## config.mk

```make
export PLATFORM = sky130hd
export DESIGN_NAME = fifo_drain_arbiter
export DESIGN_NICKNAME = d
export VERILOG_FILES = /design/src/rtl/fifo_drain_arbiter.sv
export SDC_FILE = /design/constraint.sdc
export NUM_CORES = 1
export LEC_CHECK = 0
export ABC_AREA = 1
export BUFFER_PORTS_ARGS = -buffer_cell sky130_fd_sc_hd__buf_4
export CORE_MARGIN = 3
export CORE_UTILIZATION = 38
export CTS_CLUSTER_DIAMETER = 100
export DETAILED_ROUTE_END_ITERATION = 7
export MAX_ROUTING_LAYER = met4
export SLEW_MARGIN = 10
export SYNTH_ARGS = -nofsm -noshare
export SYNTH_HDL_FRONTEND = slang
export SYNTH_SLANG_ARGS = --single-unit
export TNS_END_PERCENT = 10
```

## constraint.sdc

```tcl
create_clock -name rclk -period 2.1 [get_ports rclk]
set_input_delay 0.525 -clock rclk [delete_from_list [all_inputs] [get_ports rclk]]
set_output_delay 0.525 -clock rclk [all_outputs]
set_load 0.05 [all_outputs]
```

## src/rtl/fifo_drain_arbiter.sv

```systemverilog
// Read-side arbiter draining two byte FIFOs in round-robin bursts onto one
// registered valid/ready stream tagged with channel and end-of-burst.
module fifo_drain_arbiter #(
  parameter int unsigned BURST_MAX = 16
) (
  input  logic       rclk,
  input  logic       reset,
  input  logic       enable,
  input  logic       fifo0_empty,
  input  logic [7:0] fifo0_rdata,
  output logic       fifo0_read_en,
  input  logic       fifo1_empty,
  input  logic [7:0] fifo1_rdata,
  output logic       fifo1_read_en,
  output logic [7:0] out_data,
  output logic       out_chan,
  output logic       out_last,
  output logic       out_valid,
  input  logic       out_ready,
  output logic       busy
);

  typedef enum logic [1:0] {
    IDLE = 2'd0,
    POP  = 2'd1,
    CAP  = 2'd2,
    HOLD = 2'd3
  } state_t;

  localparam logic [7:0] LAST_CNT = 8'(BURST_MAX - 1);

  state_t     state_r, state_s;
  logic       rr_ptr_r, rr_ptr_s;
  logic       grant_r, grant_s;
  logic [7:0] burst_cnt_r, burst_cnt_s;
  logic       rd_en0_r, rd_en0_s;
  logic       rd_en1_r, rd_en1_s;
  logic [7:0] data_r, data_s;
  logic       chan_r, chan_s;
  logic       last_r, last_s;
  logic       valid_r, valid_s;
  logic       busy_r, busy_s;
  logic       grant_empty_s;
  logic [7:0] grant_rdata_s;

  // Next-state and next-output logic for the burst controller.
  always_comb begin
    state_s       = state_r;
    rr_ptr_s      = rr_ptr_r;
    grant_s       = grant_r;
    burst_cnt_s   = burst_cnt_r;
    rd_en0_s      = 1'b0;
    rd_en1_s      = 1'b0;
    data_s        = data_r;
    chan_s        = chan_r;
    last_s        = last_r;
    valid_s       = valid_r;
    grant_empty_s = grant_r ? fifo1_empty : fifo0_empty;
    grant_rdata_s = grant_r ? fifo1_rdata : fifo0_rdata;

    case (state_r)
      IDLE: begin
        if (enable && !(fifo0_empty && fifo1_empty)) begin
          // A lone non-empty channel wins regardless of the round-robin pointer.
          if (!fifo0_empty && !fifo1_empty) begin
            grant_s = rr_ptr_r;
          end else begin
            grant_s = fifo0_empty;
          end
          rd_en0_s    = ~grant_s;
          rd_en1_s    = grant_s;
          burst_cnt_s = 8'd0;
          state_s     = POP;
        end else begin
          state_s = IDLE;
        end
      end
      POP: begin
        state_s = CAP;
      end
      CAP: begin
        data_s  = grant_rdata_s;
        chan_s  = grant_r;
        valid_s = 1'b1;
        last_s  = grant_empty_s || (burst_cnt_r == LAST_CNT);
        state_s = HOLD;
      end
      HOLD: begin
        if (out_ready) begin
          burst_cnt_s = burst_cnt_r + 8'd1;
          valid_s     = 1'b0;
          if (!last_r) begin
            rd_en0_s = ~grant_r;
            rd_en1_s = grant_r;
            state_s  = POP;
          end else begin
            rr_ptr_s = ~grant_r;
            state_s  = IDLE;
          end
        end else begin
          state_s = HOLD;
        end
      end
      default: begin
        state_s = IDLE;
      end
    endcase

    busy_s = (state_s != IDLE);
  end

  // State and registered-output update with asynchronous reset.
  always_ff @(posedge rclk or posedge reset) begin
    if (reset) begin
      state_r     <= IDLE;
      rr_ptr_r    <= 1'b0;
      grant_r     <= 1'b0;
      burst_cnt_r <= 8'd0;
      rd_en0_r    <= 1'b0;
      rd_en1_r    <= 1'b0;
      data_r      <= 8'd0;
      chan_r      <= 1'b0;
      last_r      <= 1'b0;
      valid_r     <= 1'b0;
      busy_r      <= 1'b0;
    end else begin
      state_r     <= state_s;
      rr_ptr_r    <= rr_ptr_s;
      grant_r     <= grant_s;
      burst_cnt_r <= burst_cnt_s;
      rd_en0_r    <= rd_en0_s;
      rd_en1_r    <= rd_en1_s;
      data_r      <= data_s;
      chan_r      <= chan_s;
      last_r      <= last_s;
      valid_r     <= valid_s;
      busy_r      <= busy_s;
    end
  end

  assign fifo0_read_en = rd_en0_r;
  assign fifo1_read_en = rd_en1_r;
  assign out_data      = data_r;
  assign out_chan      = chan_r;
  assign out_last      = last_r;
  assign out_valid     = valid_r;
  assign busy          = busy_r;

endmodule

```

After elaboration in Yosys (flattened, before gate mapping). Cells that the tools add are included.

Output and inout port bits: 14. Bits in registers: 26. Logic and storage cells: 57.

Add/subtract/negate cells: 1. Equal/unequal tests: 6. Muxes and demuxes: 22. Reduce and logical (&&, ||, !) cells: 15. Bitwise gates (word level): 2.

Operators with widths (count): 8-bit two-way mux (3); 8-bit case mux with 2 select lines (1); 1-bit two-way mux (13); 8-bit by 1-bit adder with 8-bit output (second input constant) (1); 8-bit by 4-bit equality test with 1-bit output (second input constant) (1); 2-bit case mux with 4 select lines (1); 1-bit case mux with 2 select lines (3); 3-bit AND reduction (2); 2-bit nonzero test (3); 2-bit equality test (second input constant) (2); 2-bit inequality test (second input constant) (2); 2-bit AND reduction (2); 1-bit logical AND (3); 1-bit zero test (3); 2-bit by 1-bit equality test with 1-bit output (second input constant) (1); 2-bit zero test (1); 2-bit two-way mux (1); 1-bit NOT (2); 1-bit logical OR (1).

Depth between registers and ports, before layout.
Depth in word-level cells: 8. Gate-level depth with buffers: 10. Depth with buffers taken out: 10.

Worst setup path after synthesis. OpenSTA, ideal clock, no wires.

Kind: reg-to-reg. From: register state_r[0]. To: register busy_r (netlist: busy). Arrival: 1159 ps. Cell stages (with the launch flop): 8. Setup slack: 814 ps. Buffers on the path: 1. Clock period less this slack: 1286 ps. Cells stage by stage: dfrtp_1 -> inv_1 -> ha_1 -> buf_4 -> inv_1 -> nand2_1 -> o211ai_2 -> nand3b_1.

Word-level cells in the longest chain between the ends: 3. Elaborated cells between the ends (all ways): 6. Those cells by class: 3 x eq/ne; 1 x mux; 2 x reduce/logical.

Ends and longest elaborated chain: start, declared (line 32) `state_t state_r, state_s;`; start signal, assigned (line 127) `state_r <= state_s;`; 2-bit equality test (tied with other cells) (line 61) `case (state_r)`; 2-bit case mux with 4 select lines (*) (line 61); 2-bit nonzero test (*) (line 109) `busy_s = (state_s != IDLE);`; net busy_s (line 42) `logic busy_r, busy_s;`; end signal, assigned (line 137) `busy_r <= busy_s;`; end, declared (line 42).

The timed path passes the listed nets; every way through them passes the cells marked *. A chain may end at the register's enable or synchronous reset.

Worst setup path after layout. Ends and elaborated chain as after synthesis.

==> impl_metrics.csv <==
group,metric,value,unit
sta,min_period,1654,ps
power,powerDensity,1390,nW/um^2
worst_setup_path,r2r-end,"busy",
floorplanning,die_area,4337,um^2
floorplanning,die_w,65.86,um
worst_setup_path,crit_start,"state_r[0]",
floorplanning,row_count,21,
worst_setup_path,cp_max_fo,13,
route,wl_per_cell,12.12,um
route,final_antenna_net_count,0,
worst_setup_path,crit_arrival,1880,ps
floorplanning,die_h,65.86,um
cts,cts_max_level,1,
grt,grt_max_degree,27,
floorplanning,ioPinCount,36,
worst_setup_path,crit_type,"flop to flop",
worst_setup_path,rr_startpoint,"state_r[0]",
floorplanning,fp.coreArea,3390,um^2
worst_setup_path,path_depth,6,
cts,ctsHoldBuffers,0,
flow_run,cap_violations,0,
placement,post-dp-hpwl,2.290,mm
placement,place_congestion,0.8529,
cts,cts.path.max_buffers,2,
cts,post_cts_buffers,0,
cts,cts_buffers,3,
synthesis,yosysTopAreaCell,"dfrtp_1",
sta,report.final.setup_viol,0,
route,drt_wl_total,3.055,mm
grt,met1_usage,22.96,%
synthesis,synth_area,1361,um^2
route,dr.pass1.iters,4,
worst_setup_path,cp_top_family,"flip-flops",
synthesis,syn_avg_cell_area,8.008,um^2
sta,fin_setup_tns,0,ps
finish,layout_commonest_cell,"nand2_1",
cts,cts-root-buf,"clkbuf_4",
worst_setup_path,slowest_delay,430,ps
cts,clock_latency,330,ps
synthesis,ys_types,25,
min_path,hold_class,"input port to asynchronous set/reset pin",
floorplanning,initial_core_util,40.16,%
power,p_leak,0.0008812,uW
cts,cts.sinks,26,
power,peakVddDrop,0.0009047,V
grt,met3_usage,2.551,%
route,post_drt_via_cell_ratio,4.817,
synthesis,synth-seq-area-share,47.79,%
finish,num-nets-final,234,
grt,gr-total-overflow,0,
finish,syn2layout_area_growth,24.63,%
sta,fin_worst_skew,3.850,ps
worst_setup_path,cp_slowest_cell,"dfrtp_1",
grt,grt_usage,16.41,%
synthesis,syn-num-nets,197,
sta,hold_slack,231.3,ps
cts,clkTransAtPathRegs,140,ps
worst_setup_path,end_kind,"flop",
sta,rsz0062_at_grt,"no",
worst_setup_path,reg2reg_slack,450,ps
worst_setup_path,crit_buf_inv,2,
synthesis,ys_seq_elements,26,
route,drc,0,
route,initialDrtViolationCount,60,
worst_setup_path,path_common_cell,"inv_1",
synthesis,synth_top_area_share,47.79,%
sta,finalCritPeriodShare,78.76,%
worst_setup_path,worstPathRequired,2330,ps
route,vias,1214,
placement,io_buffers,35,
cts,cts_tree,"built",
synthesis,ys_warn_count,0,
sta,slew_headroom,74.48,%
grt,first_global_vias,1148,
worst_setup_path,cp-endpoint,"busy",
finish,diodes,0,
finish,layout_common_cells,"nand2_1 (52), buf_4 (36), dfrtp_1 (26)",
sta,drv_slew,0,
sta,max_freq,604.6,MHz
worst_setup_path,ff2ff_path_depth,6,
grt,top_usage_layer,"met2",
sta,setup_ws,446.0,ps
synthesis,syn_inst,170,
sta,hold_viol_final,0,
placement,pre_cts_ws,417.3,ps
finish,drive_above_1_share,24.76,%
worst_setup_path,cp-start-kind,"flop",
cts,ctsResizeCount,0,
sta,max_slew.worst_pin.slew,382.4,ps
outcome,outcome,"complete, no violations",
grt,grt_pass1_wl,5.368,mm
synthesis,synth_area_leaders,"dfrtp_1 (48%), nand2_1 (14%), o21ai_0 (7.4%), ha_1 (4.6%), inv_1 (4.1%)",
grt,antenna_found_initial,0,
grt,grt_util_met2,23.53,%
worst_setup_path,crit_chain,"inv_1 -> ha_1 -> inv_1 -> nand2_1 -> o211ai_2 -> nand3b_1",
## logic make-up (layout without fill, tap and decap cells)
family,after synthesis,count (layout),share of synthesized area (%)
adder cells (fa/ha/maj),5,5,4.596
flip-flops,26,26,47.79
AO/OA/AOI/OAI,32,32,12.96
XOR/XNOR,1,1,0.6435
AND/OR/NAND/NOR,85,85,27.21
buffers and inverters,21,57,6.801
## stage by stage
stage / std cells / cell area (um^2) / utilization [%] / power [uW]
floorplan: 170 / 1361 / - / 1770
CTS: 252 / 1697 / 50.06 / 2393
global route: 252 / 1697 / 50.06 / 2548
finish: 252 / 1697 / 50.06 / 2359
global placement: 248 / 1660 / 48.98 / 2111
detailed placement: 248 / 1660 / 48.98 / 2130
## sequential cells by signal, summed over array words and instances (netlist names)
name           count
burst_cnt_r        8
busy               1
out_last           1
fifo0_read_en      1
out_data           8
grant_r            1
rr_ptr_r           1
fifo1_read_en      1
out_valid          1
state_r            2
out_chan           1
## Yosys cell counts (all sizes together)
cell and n:
o21ai 27, o211ai 1, inv 16, a31oi 1, nand2 57, clkinv 1, dfrtp 26, nand3 9
nor2 15, ha 5, nand3b 2, nand4 1, buf 4, xnor2 1, or2 1, a21oi 3
## routing by layer
layer / wire, um / share of wire [%] / vias up
li1: - / - / 616
met1: 1521 / 50 / 550
met2: 1255 / 41 / 43
met3: 220 / 7.2 / 5
met4: 57 / 1.9 / 0
met5: 0 / 0 / -
## power by group
part	switching (uW)	internal, uW	total [uW]	leakage, uW
sequential	141	675	815	0.000333
combinational	895	389	1280	0.000528
clock	153	106	259	0.0000210
## cell type report
cell class,instances,area [um^2]
fillers,344,1693
flip-flops and latches,26,650.6
multi-input cells,123,618.1
repair buffers,36,270.3
inverters,17,63.81
well taps,46,57.56
clock buffers,4,36.28
## worst min-delay path by stage
stage                          end  slack, ps  cells after the start
floorplan                 rr_ptr_r        450                      2
global placement          rr_ptr_r        470                      2
detailed placement     out_data[2]        480                      2
CTS                 burst_cnt_r[6]        230                      3
global route        burst_cnt_r[6]        250                      3
finish              burst_cnt_r[6]        230                      3
## worst reg2reg max path, cell delays in order (launching register included)
cell and delay (ps):
dfrtp_1 430, inv_1 80, ha_1 300, inv_1 340, nand2_1 140, o211ai_2 180
nand3b_1 90
Note: power is estimated with default switching activity, not from simulation.
